**config.mk**
```make
export PLATFORM = sky130hd
export DESIGN_NAME = cp0_exc_ctrl_flat
export DESIGN_NICKNAME = d
export VERILOG_FILES = /design/src/rtl/cp0_pkg.sv /design/src/rtl/cp0_exc_ctrl_if.sv /design/src/rtl/cp0_timer.sv /design/src/rtl/cp0_exc_ctrl.sv /design/src/flat_wrapper.sv
export SDC_FILE = /design/constraint.sdc
export NUM_CORES = 1
export LEC_CHECK = 0
export CORE_MARGIN = 2
export CORE_UTILIZATION = 30
export DETAILED_ROUTE_END_ITERATION = 16
export GPL_TIMING_DRIVEN = 0
export SLEW_MARGIN = 30
export SYNTH_ARGS = -nofsm -noshare
export SYNTH_HDL_FRONTEND = slang
export SYNTH_SLANG_ARGS = --single-unit
export TNS_END_PERCENT = 10
```
**constraint.sdc**
```tcl
create_clock -name clk -period 13.5 [get_ports clk]
set_clock_uncertainty 0.2 [all_clocks]
set_input_delay 4.05 -clock clk [delete_from_list [all_inputs] [get_ports clk]]
set_output_delay 4.05 -clock clk [all_outputs]
set_load 0.01 [all_outputs]
```
**src/rtl/cp0_pkg.sv**
```systemverilog
// Shared CP0 definitions: register numbers, exception codes, Status/Cause field positions
// and the Status reset value. Imported by the timer and the top.
package cp0_pkg;

  localparam logic [4:0] REG_BADVADDR = 5'd8;
  localparam logic [4:0] REG_COUNT    = 5'd9;
  localparam logic [4:0] REG_COMPARE  = 5'd11;
  localparam logic [4:0] REG_STATUS   = 5'd12;
  localparam logic [4:0] REG_CAUSE    = 5'd13;
  localparam logic [4:0] REG_EPC      = 5'd14;

  typedef enum logic [4:0] {
    EXC_NONE = 5'h00,
    EXC_INT  = 5'h01,
    EXC_ADEL = 5'h04,
    EXC_ADES = 5'h05,
    EXC_SYS  = 5'h08,
    EXC_BP   = 5'h09,
    EXC_RI   = 5'h0A,
    EXC_OV   = 5'h0C,
    EXC_ERET = 5'h0E
  } exc_code_e;

  // Bit positions inside exc_vec_m
  localparam int EV_ADEL_IF = 7;
  localparam int EV_SYS     = 6;
  localparam int EV_BP      = 5;
  localparam int EV_ERET    = 4;
  localparam int EV_RI      = 3;
  localparam int EV_OV      = 2;

  localparam int ST_IE    = 0;
  localparam int ST_EXL   = 1;
  localparam int ST_IM_LO = 8;

  localparam int CA_IP_LO = 8;

  localparam logic [31:0] STATUS_RESET = 32'h0040_0000;

endpackage

```
**src/rtl/cp0_exc_ctrl_if.sv**
```systemverilog
// M-stage pipeline <-> CP0/exception controller bundle: exception sources, MTC0/MFC0
// access and the commit/redirect outputs.
interface cp0_exc_ctrl_if;
  logic        stall_m;
  logic [7:0]  exc_vec_m;
  logic        adel_m;
  logic        ades_m;
  logic [31:0] pc_m;
  logic [31:0] dvaddr_m;
  logic        bd_m;
  logic        cp0_we;
  logic [4:0]  cp0_waddr;
  logic [31:0] cp0_wdata;
  logic [4:0]  cp0_raddr;
  logic [31:0] cp0_rdata;
  logic        exc_valid;
  logic [31:0] exc_type;
  logic        flush;
  logic [31:0] pc_new;

  modport master (
    output stall_m, exc_vec_m, adel_m, ades_m, pc_m, dvaddr_m, bd_m,
           cp0_we, cp0_waddr, cp0_wdata, cp0_raddr,
    input  cp0_rdata, exc_valid, exc_type, flush, pc_new
  );

  modport slave (
    input  stall_m, exc_vec_m, adel_m, ades_m, pc_m, dvaddr_m, bd_m,
           cp0_we, cp0_waddr, cp0_wdata, cp0_raddr,
    output cp0_rdata, exc_valid, exc_type, flush, pc_new
  );
endinterface

```
**src/rtl/cp0_timer.sv**
```systemverilog
// CP0 Count/Compare timer: Count advances once every COUNT_DIV cycles (also during stalls),
// TI latches on Count==Compare and clears on any Compare write.
module cp0_timer #(
  parameter int COUNT_DIV = 2
) (
  input  logic        clk,
  input  logic        resetn,
  input  logic        count_we,
  input  logic        compare_we,
  input  logic [31:0] wdata,
  output logic [31:0] count,
  output logic [31:0] compare,
  output logic        ti
);

  localparam int DIV_W = (COUNT_DIV > 1) ? $clog2(COUNT_DIV) : 1;
  localparam logic [DIV_W-1:0] DIV_LAST = DIV_W'(COUNT_DIV - 1);

  logic [DIV_W-1:0] div_q;
  logic             tick;

  assign tick = (div_q == DIV_LAST);

  // NOTE: state registers use non-blocking assignments so every register samples pre-edge values.
  always_ff @(posedge clk) begin
    if (!resetn) begin
      div_q   <= '0;
      count   <= '0;
      compare <= '0;
      ti      <= 1'b0;
    end else begin
      // A Count write wins over the increment and restarts the prescaler
      if (count_we) begin
        count <= wdata;
        div_q <= '0;
      end else begin
        div_q <= tick ? '0 : div_q + DIV_W'(1);
        if (tick) count <= count + 32'd1;
      end

      if (compare_we) begin
        compare <= wdata;
        ti      <= 1'b0;
      end else if (count == compare) begin
        ti <= 1'b1;
      end
    end
  end

endmodule

```
**src/rtl/cp0_exc_ctrl.sv**
```systemverilog
// CP0 register file plus M-stage exception prioritiser/commit. Optional macro CP0_FWD_EN
// forwards a same-cycle MTC0 of Status/Cause/EPC into the interrupt check and eret target.
module cp0_exc_ctrl
  import cp0_pkg::*;
#(
  parameter int          HW_INT_NUM = 6,
  parameter logic [31:0] EXC_VEC    = 32'hBFC0_0380,
  parameter int          COUNT_DIV  = 2
) (
  input  logic                  clk,
  input  logic                  resetn,
  cp0_exc_ctrl_if.slave         pipe,
  input  logic [HW_INT_NUM-1:0] hw_int,
  output logic                  timer_int
);

  logic [7:0]  st_im;
  logic        st_exl;
  logic        st_ie;
  logic [1:0]  sw_ip;
  logic [5:0]  hw_ip;
  logic [5:0]  hw_ext;
  logic        ca_bd;
  logic [4:0]  ca_exc;
  logic [31:0] epc;
  logic [31:0] badvaddr;
  logic [31:0] count;
  logic [31:0] compare;
  logic        ti;
  logic [7:0]  ip;

  logic [7:0]  im_eff;
  logic        ie_eff;
  logic        exl_eff;
  logic [1:0]  sw_eff;
  logic [31:0] epc_eff;
  logic        int_pend;

  exc_code_e   cause;
  logic        bad_fetch;
  logic        bad_data;
  logic        exc_valid;
  logic        wr_ok;
  logic        unused_rsv;

  assign unused_rsv = ^pipe.exc_vec_m[1:0];

  always_comb begin
    hw_ext = '0;
    hw_ext[HW_INT_NUM-1:0] = hw_int;
  end

  // The top hardware line shares IP7 with the timer
  assign ip = {ti | hw_ip[5], hw_ip[4:0], sw_ip};

`ifdef CP0_FWD_EN
  logic fwd_we;
  assign fwd_we = pipe.cp0_we & ~pipe.stall_m;

  always_comb begin
    im_eff  = st_im;
    ie_eff  = st_ie;
    exl_eff = st_exl;
    sw_eff  = sw_ip;
    epc_eff = epc;
    if (fwd_we) begin
      case (pipe.cp0_waddr)
        REG_STATUS: begin
          im_eff  = pipe.cp0_wdata[ST_IM_LO +: 8];
          ie_eff  = pipe.cp0_wdata[ST_IE];
          exl_eff = pipe.cp0_wdata[ST_EXL];
        end
        REG_CAUSE: sw_eff  = pipe.cp0_wdata[CA_IP_LO +: 2];
        REG_EPC:   epc_eff = pipe.cp0_wdata;
        default: ;
      endcase
    end
  end
`else
  always_comb begin
    im_eff  = st_im;
    ie_eff  = st_ie;
    exl_eff = st_exl;
    sw_eff  = sw_ip;
    epc_eff = epc;
  end
`endif

  assign int_pend = (|({ip[7:2], sw_eff} & im_eff)) & ie_eff & ~exl_eff;

  // NOTE: every output of this block gets a default first, so no path can infer a latch.
  always_comb begin
    cause     = EXC_NONE;
    bad_fetch = 1'b0;
    bad_data  = 1'b0;
    if (int_pend) begin
      cause = EXC_INT;
    end else if (pipe.exc_vec_m[EV_ADEL_IF]) begin
      cause     = EXC_ADEL;
      bad_fetch = 1'b1;
    end else if (pipe.adel_m) begin
      cause    = EXC_ADEL;
      bad_data = 1'b1;
    end else if (pipe.ades_m) begin
      cause    = EXC_ADES;
      bad_data = 1'b1;
    end else if (pipe.exc_vec_m[EV_SYS]) begin
      cause = EXC_SYS;
    end else if (pipe.exc_vec_m[EV_BP]) begin
      cause = EXC_BP;
    end else if (pipe.exc_vec_m[EV_ERET]) begin
      cause = EXC_ERET;
    end else if (pipe.exc_vec_m[EV_RI]) begin
      cause = EXC_RI;
    end else if (pipe.exc_vec_m[EV_OV]) begin
      cause = EXC_OV;
    end
  end

  assign exc_valid      = resetn & ~pipe.stall_m & (cause != EXC_NONE);
  assign pipe.exc_valid = exc_valid;
  assign pipe.flush     = exc_valid;
  assign pipe.exc_type  = exc_valid ? {27'd0, cause} : 32'd0;
  assign pipe.pc_new    = !exc_valid          ? 32'd0   :
                          (cause == EXC_ERET) ? epc_eff : EXC_VEC;
  assign timer_int      = ti;

  // A committing exception swallows the MTC0 in the same M-stage slot
  assign wr_ok = pipe.cp0_we & ~pipe.stall_m & ~exc_valid;

  cp0_timer #(.COUNT_DIV(COUNT_DIV)) u_timer (
    .clk        (clk),
    .resetn     (resetn),
    .count_we   (wr_ok && pipe.cp0_waddr == REG_COUNT),
    .compare_we (wr_ok && pipe.cp0_waddr == REG_COMPARE),
    .wdata      (pipe.cp0_wdata),
    .count      (count),
    .compare    (compare),
    .ti         (ti)
  );

  always_ff @(posedge clk) begin
    if (!resetn) begin
      st_im    <= '0;
      st_exl   <= 1'b0;
      st_ie    <= 1'b0;
      sw_ip    <= '0;
      hw_ip    <= '0;
      ca_bd    <= 1'b0;
      ca_exc   <= '0;
      epc      <= '0;
      badvaddr <= '0;
    end else begin
      hw_ip <= hw_ext;
      if (exc_valid) begin
        if (cause == EXC_ERET) begin
          st_exl <= 1'b0;
        end else begin
          // A nested exception keeps the original return point
          if (!st_exl) begin
            epc   <= pipe.bd_m ? pipe.pc_m - 32'd4 : pipe.pc_m;
            ca_bd <= pipe.bd_m;
          end
          ca_exc <= cause;
          st_exl <= 1'b1;
          if (bad_fetch)     badvaddr <= pipe.pc_m;
          else if (bad_data) badvaddr <= pipe.dvaddr_m;
        end
      end else if (wr_ok) begin
        case (pipe.cp0_waddr)
          REG_STATUS: begin
            st_im  <= pipe.cp0_wdata[ST_IM_LO +: 8];
            st_exl <= pipe.cp0_wdata[ST_EXL];
            st_ie  <= pipe.cp0_wdata[ST_IE];
          end
          REG_CAUSE: sw_ip <= pipe.cp0_wdata[CA_IP_LO +: 2];
          REG_EPC:   epc   <= pipe.cp0_wdata;
          default: ;
        endcase
      end
    end
  end

  always_comb begin
    case (pipe.cp0_raddr)
      REG_BADVADDR: pipe.cp0_rdata = badvaddr;
      REG_COUNT:    pipe.cp0_rdata = count;
      REG_COMPARE:  pipe.cp0_rdata = compare;
      REG_STATUS:   pipe.cp0_rdata = {9'd0, 1'b1, 6'd0, st_im, 6'd0, st_exl, st_ie};
      REG_CAUSE:    pipe.cp0_rdata = {ca_bd, ti, 14'd0, ip, 1'b0, ca_exc, 2'b00};
      REG_EPC:      pipe.cp0_rdata = epc;
      default:      pipe.cp0_rdata = 32'd0;
    endcase
  end

endmodule

```
**src/flat_wrapper.sv**
```systemverilog
// flat-port wrapper written by rule: the top's interface ports become plain ports
module cp0_exc_ctrl_flat import cp0_pkg::*;
#(
  parameter int          HW_INT_NUM = 6,
  parameter logic [31:0] EXC_VEC    = 32'hBFC0_0380,
  parameter int          COUNT_DIV  = 2
)
  (clk, resetn, hw_int, timer_int, pipe_stall_m, pipe_exc_vec_m, pipe_adel_m, pipe_ades_m, pipe_pc_m, pipe_dvaddr_m, pipe_bd_m, pipe_cp0_we, pipe_cp0_waddr, pipe_cp0_wdata, pipe_cp0_raddr, pipe_cp0_rdata, pipe_exc_valid, pipe_exc_type, pipe_flush, pipe_pc_new);
  cp0_exc_ctrl_if pipe_i ();
  input  logic clk;
  input  logic resetn;
  input  logic [HW_INT_NUM-1:0] hw_int;
  output logic timer_int;
  input wire logic [$bits(pipe_i.stall_m)-1:0] pipe_stall_m;
  input wire logic [$bits(pipe_i.exc_vec_m)-1:0] pipe_exc_vec_m;
  input wire logic [$bits(pipe_i.adel_m)-1:0] pipe_adel_m;
  input wire logic [$bits(pipe_i.ades_m)-1:0] pipe_ades_m;
  input wire logic [$bits(pipe_i.pc_m)-1:0] pipe_pc_m;
  input wire logic [$bits(pipe_i.dvaddr_m)-1:0] pipe_dvaddr_m;
  input wire logic [$bits(pipe_i.bd_m)-1:0] pipe_bd_m;
  input wire logic [$bits(pipe_i.cp0_we)-1:0] pipe_cp0_we;
  input wire logic [$bits(pipe_i.cp0_waddr)-1:0] pipe_cp0_waddr;
  input wire logic [$bits(pipe_i.cp0_wdata)-1:0] pipe_cp0_wdata;
  input wire logic [$bits(pipe_i.cp0_raddr)-1:0] pipe_cp0_raddr;
  output wire logic [$bits(pipe_i.cp0_rdata)-1:0] pipe_cp0_rdata;
  output wire logic [$bits(pipe_i.exc_valid)-1:0] pipe_exc_valid;
  output wire logic [$bits(pipe_i.exc_type)-1:0] pipe_exc_type;
  output wire logic [$bits(pipe_i.flush)-1:0] pipe_flush;
  output wire logic [$bits(pipe_i.pc_new)-1:0] pipe_pc_new;
  assign pipe_i.stall_m = pipe_stall_m;
  assign pipe_i.exc_vec_m = pipe_exc_vec_m;
  assign pipe_i.adel_m = pipe_adel_m;
  assign pipe_i.ades_m = pipe_ades_m;
  assign pipe_i.pc_m = pipe_pc_m;
  assign pipe_i.dvaddr_m = pipe_dvaddr_m;
  assign pipe_i.bd_m = pipe_bd_m;
  assign pipe_i.cp0_we = pipe_cp0_we;
  assign pipe_i.cp0_waddr = pipe_cp0_waddr;
  assign pipe_i.cp0_wdata = pipe_cp0_wdata;
  assign pipe_i.cp0_raddr = pipe_cp0_raddr;
  assign pipe_cp0_rdata = pipe_i.cp0_rdata;
  assign pipe_exc_valid = pipe_i.exc_valid;
  assign pipe_exc_type = pipe_i.exc_type;
  assign pipe_flush = pipe_i.flush;
  assign pipe_pc_new = pipe_i.pc_new;
  cp0_exc_ctrl #(.HW_INT_NUM(HW_INT_NUM), .EXC_VEC(EXC_VEC), .COUNT_DIV(COUNT_DIV)) u_core (.clk(clk), .resetn(resetn), .pipe(pipe_i), .hw_int(hw_int), .timer_int(timer_int));
endmodule
```
**Word level (Yosys, flattened, before mapping)**

Cells that the tools add are included.
W data, S select, Z words.

- Register bits: 154
- Input bits: 127
- Output and inout port bits: 99
- Word-level logic and storage cells: 95

- Add/sub/neg operators: 3
- Equality and inequality tests: 15
- Mux-type cells: 33
- Bitwise logic cells: 13
- Reductions and logical operators: 18

Operator list:

| operator | number |
|---|---|
| $mux W32 | 12 |
| $pmux W32 S6 | 1 |
| $eq A5 B4 Y1 const B | 12 |
| $mux W5 | 9 |
| $add A32 B1 Y32 const B | 1 |
| $eq A32 B32 Y1 | 1 |
| $sub A32 B3 Y32 const B | 1 |
| $reduce_and A3 Y1 | 4 |
| $mux W1 | 10 |
| $reduce_bool A2 Y1 | 5 |
| $and A8 B8 Y8 | 1 |
| $reduce_or A8 Y1 | 1 |
| $and A1 B1 Y1 | 6 |
| $not A1 Y1 | 5 |
| $reduce_bool A5 Y1 | 1 |
| $mux W4 | 1 |
| $ne A2 B2 Y1 const B | 2 |
| $reduce_and A2 Y1 | 2 |
| $reduce_and A4 Y1 | 1 |
| $reduce_or A3 Y1 | 1 |
| $logic_and A1 B1 Y1 | 2 |
| $reduce_or A2 Y1 | 1 |
| $add A1 B1 Y1 const B | 1 |
| $or A1 B1 Y1 | 1 |

**Longest topological paths before layout**

- Word-level depth: 15
- Mapped depth: 12
- Gate-level depth less buffers: 8

**By module**

Synthesis repeated with hierarchy kept, for this count alone.

- Cells, all modules: 1081
- Area, all modules: 9296.4 µm²

By module, submodules not included:

| module | instances | cells an instance | area each (µm²) |
|---|---|---|---|
| cp0_exc_ctrl | 1 | 724 | 5936.9 |
| cp0_timer | 1 | 357 | 3359.5 |

**Worst setup path before layout**

No wires, ideal clock.

- Path type: input -> output
- Start point: input port pipe_exc_vec_m[6]
- End point: output port pipe_pc_new[15]
- Arrival time: 5806 ps
- Data required time: 9250 ps
- Slack: 3444 ps
- Stages on the path: 8
- Buffers on the path: 2
- Cells stage by stage: or4_4 o41ai_2 a21oi_2 nand2b_1 buf_4 inv_2 clkbuf_1 and3_1

- Longest elaborated chain between the ends: 8
- Elaborated cells on any way between the ends: 10
- Classes of those cells: 1 x eq/ne; 7 x mux; 1 x bitwise; 1 x reduce/logical

Ends and longest elaborated chain:

| what | line | text |
|---|---|---|
| start: declaration | flat_wrapper.sv:15 | `input wire logic [$bits(pipe_i.exc_vec_m)-1:0] pipe_exc_vec_m;` |
| $mux W5 | cp0_exc_ctrl.sv:107 | `end else if (pipe.exc_vec_m[EV_SYS]) begin` |
| $mux W5 | cp0_exc_ctrl.sv:104 | `end else if (pipe.ades_m) begin` |
| $mux W5 | cp0_exc_ctrl.sv:101 | `end else if (pipe.adel_m) begin` |
| $mux W5 | cp0_exc_ctrl.sv:98 | `end else if (pipe.exc_vec_m[EV_ADEL_IF]) begin` |
| $mux W5 | cp0_exc_ctrl.sv:96 | `if (int_pend) begin` |
| $reduce_bool A5 Y1 | cp0_exc_ctrl.sv:120 | `assign exc_valid = resetn & ~pipe.stall_m & (cause != EXC_NONE);` |
| $and A1 B1 Y1 | cp0_exc_ctrl.sv:120 |  |
| net pipe_exc_valid | flat_wrapper.sv:26 | `output wire logic [$bits(pipe_i.exc_valid)-1:0] pipe_exc_valid;` |
| $mux W32 | cp0_exc_ctrl.sv:124 | `assign pipe.pc_new = !exc_valid ? 32'd0 :` |
| end: declaration | flat_wrapper.sv:29 | `output wire logic [$bits(pipe_i.pc_new)-1:0] pipe_pc_new;` |

The timed path passes the listed nets, and every way through them passes these cells.

**Worst setup path in the final report**

- Start point: input port pipe_exc_vec_m[6]
- End point: output port pipe_pc_new[15]

- Longest elaborated chain between the ends: 8
- Elaborated cells on any way between the ends: 10
- Classes of those cells: 1 x eq/ne; 7 x mux; 1 x bitwise; 1 x reduce/logical

Ends and longest elaborated chain:

| what | line |
|---|---|
| $mux W5 * | cp0_exc_ctrl.sv:107 |
| $mux W5 * | cp0_exc_ctrl.sv:104 |
| $mux W5 * | cp0_exc_ctrl.sv:101 |
| $mux W5 * | cp0_exc_ctrl.sv:98 |
| $mux W5 * | cp0_exc_ctrl.sv:96 |
| $eq A5 B4 Y1 / $reduce_bool A5 Y1 (equally long branches) | cp0_exc_ctrl.sv:125, cp0_exc_ctrl.sv:120 |
| $mux W32 / $and A1 B1 Y1 (equally long branches) | cp0_exc_ctrl.sv:125, cp0_exc_ctrl.sv:120 |
| $mux W32 * | cp0_exc_ctrl.sv:124 |

Every way passes the cells marked *; elsewhere a longest branch is shown, timed or not.

==> results.yml <==
finish:
  final_layout_size_suffix_gt1_share_pct: 7.17
  syn2layout_area_growth_pct: 34.6
  diodes: 0
  final_cell_mix: "190 x clkdlybuf4s50_1, 153 x dfxtp_1, 114 x nand2_1"
  fin_area_um2: 12100
  layout.cells.most_common: "clkdlybuf4s50_1"
  final_nets: 1510
die:
  fp.dieW_um: 177
  ios: 226
  start_util_pct: 30.4
  die_area_um2: 31400
  die_height_um: 177
  coreArea_um2: 29600
  rows: 63
global_route:
  overflow: 0
  grt_pass1_wl_um: 56300
  grt_use_total_pct: 24.3
  grt_max_degree: 17
  grt_pass1_vias: 8850
  antenna_found_initial: 0
route:
  drc: 0
  wl_per_cell_um: 21.8
  drtIter0Drc: 995
  vias: 9718
  firstDrtPassIters: 6
  viasPerCell: 5.45
  ant_nets: 0
  routed_wl_um: 39000
yosys:
  synth_cell_types: 57
  yosys_most_used_dff: "dfxtp_1"
  synth_edf_count: 0
  syn_avg_cell_area_um2: 7.87
  synthCells: 1145
  ys_seq_area_share_pct: 34.0
  synth_warnings: 0
  syn_area_um2: 9010
  synth.ff_latch_count: 153
  synthArstFlopShare_pct: 0
clock_tree:
  cts_sinks: 153
  cts_resized: 0
  cts.clk_slew.worst_paths_ns: 0.06
  hold_buffers: 0
  root_buffer: "clkbuf_16"
  clk_latency_ns: 0.44
  cts_htree_levels: 4
  cts_setup_buffers: 0
  cts-buffers-inserted: 17
  cts_buffer_depth: 2
  cts_tree: "yes"
sta:
  slew_viol_final: 0
  final-setup-viol-count: 0
  fmax_ghz: 0.0870
  tns_ns: 0
  setup_slack_ns: 2.01
  final.min_clock_period_ns: 11.49
  worst_pin_slew_ns: 0.797
  post-route-period-util_pct: 85.1
  finalHoldViolCount: 0
  rsz0062_at_grt: "no"
  max_slew_margin_pct: 46.9
worst_setup_path:
  reg2reg_slack_ns: 10.23
  crit_path_start_kind: "input pin"
  critPathKind: "in2out"
  worstSetupEndpointType: "primary output"
  crit_path_max_fanout: 11
  reg2regPathDepth: 11
  r2r-end: "u_core.badvaddr[17]$_SDFFE_PN0P_"
  r2r_start: "u_core.u_timer.ti$_SDFFE_PP0N_"
  required_ns: 9.25
  arrival_ns: 7.24
pwr:
  report.power.total_mw: 1.16
  ir_worst_vdd_v: 0.0000752
  p_per_area_nw_per_um2: 95.3
  power_leakage_nw: 4.45
min_path:
  hold_path.class: "reg2reg"
  hp-start: "u_core.epc[13]$_SDFFE_PN0P_"
  worstHoldPathCells: 2
  holdPathEnd: "u_core.epc[13]$_SDFFE_PN0P_"
place:
  placed_area_um2: 11500
  preCtsSetupSlack_ns: 2.04
  dpl.hpwl_um: 31900
  io_buffers: 190
  gp_routability_congestion: 0.984
run_status:
  status: "completed"
run:
  maxCapViolations: 0
==> critical path, stage by stage <==
cell             delay [ns]
clkdlybuf4s50_1        0.45
or4_4                  0.61
o41ai_2                0.43
a21oi_2                0.14
nand2b_1               0.11
buf_4                  0.18
inv_2                  0.12
clkbuf_1               0.32
and3_1                 0.33
clkdlybuf4s50_1        0.49
==> cells by family after synthesis <==
family                   count (synthesis)  synth area share, %
flip-flops                             153                 34.0
XOR/XNOR                                91                 8.84
AO/OA/AOI/OAI                          264                 19.7
other                                    1               0.0416
AND/OR/NAND/NOR                        454                 24.5
multiplexers                            49                 5.47
adder cells (fa/ha/maj)                  2                0.278
buffers and inverters                  131                 7.18
==> registers in the layout, summed over array words and instances (netlist names) <==
| signal | cells |
|---|---|
| u_core.epc | 32 |
| u_core.badvaddr | 32 |
| u_core.exl_eff | 1 |
| u_core.u_timer.div_q | 1 |
| u_core.u_timer.compare | 32 |
| u_core.hw_ip | 6 |
| u_core.u_timer.ti | 1 |
| u_core.u_timer.count | 32 |
| u_core.sw_eff | 2 |
| u_core.ie_eff | 1 |
| u_core.ca_exc | 4 |
| u_core.ca_bd | 1 |
| u_core.im_eff | 8 |
==> metal layers <==
layer	GRT usage [%]	vias up	wire (µm)
met3	3.60	66	3070
met1	32.8	4603	16600
met4	9.19	0	1320
met5	0	-	0
li1	-	4546	-
met2	38.9	503	18000
==> worst max path at each step <==
stage,startpoint,to,depth (start not counted)
after floorplan,pipe_exc_vec_m[6],pipe_pc_new[15],8
after global placement,pipe_exc_vec_m[6],pipe_pc_new[15],10
after detailed placement,pipe_exc_vec_m[6],pipe_pc_new[15],10
after CTS,pipe_exc_vec_m[6],pipe_pc_new[15],10
after global routing,pipe_exc_vec_m[6],pipe_pc_new[15],10
final,pipe_exc_vec_m[6],pipe_pc_new[15],10
==> layout make-up <==
| type | count | area, µm² |
|---|---|---|
| Clock inverter | 11 | 146 |
| Buffer | 122 | 613 |
| Tap cell | 390 | 488 |
| Inverter | 9 | 33.8 |
| Fill cell | 3094 | 17500 |
| Clock buffer | 21 | 460 |
| Timing Repair Buffer | 190 | 1900 |
| Sequential cell | 153 | 3060 |
| Multi-Input combinational cell | 888 | 5420 |
==> synth_stat cells, types with 4 or more instances <==
| cell | instances | area (µm²) |
|---|---|---|
| and4_1 | 6 | 52.6 |
| or2_2 | 4 | 25.0 |
| and2_1 | 8 | 50.1 |
| nand3_1 | 86 | 430 |
| a211o_1 | 18 | 158 |
| o211ai_1 | 15 | 113 |
| nor3_1 | 27 | 135 |
| nand2b_1 | 6 | 37.5 |
| nor2_1 | 113 | 424 |
| clkbuf_1 | 68 | 255 |
| buf_2 | 16 | 80.1 |
| a21oi_1 | 39 | 195 |
| dfxtp_1 | 153 | 3060 |
| a22oi_1 | 69 | 518 |
| o21ai_0 | 27 | 135 |
| and3_1 | 26 | 163 |
| a211oi_1 | 36 | 270 |
| nand2_1 | 114 | 428 |
| nand4_1 | 21 | 131 |
| mux2i_1 | 47 | 470 |
| nor3b_1 | 8 | 60.1 |
| a222oi_1 | 4 | 40.0 |
| inv_1 | 7 | 26.3 |
| buf_4 | 30 | 225 |
| nor4_1 | 17 | 106 |
| xor2_1 | 19 | 166 |
| o21ai_1 | 43 | 215 |
| buf_1 | 5 | 18.8 |
| xnor2_1 | 72 | 631 |
==> power by group <==
group	total (mW)	switching, mW	internal, mW
sequential	0.485	0.0175	0.467
combinational	0.169	0.0924	0.0763
clock	0.502	0.202	0.300
==> stage by stage <==
| step | cells | util (%) | hold WS (ns) |
|---|---|---|---|
| floorplan | 1172 | - | 0.241 |
| finish | 1784 | 40.9 | 0.277 |
| global route | 1784 | 40.9 | 0.304 |
| CTS | 1784 | 40.9 | 0.271 |
| detailed placement | 1752 | 38.8 | 0.265 |
| global placement | 1752 | 38.8 | 0.258 |
No activity file was read; power rests on OpenSTA's default activity.
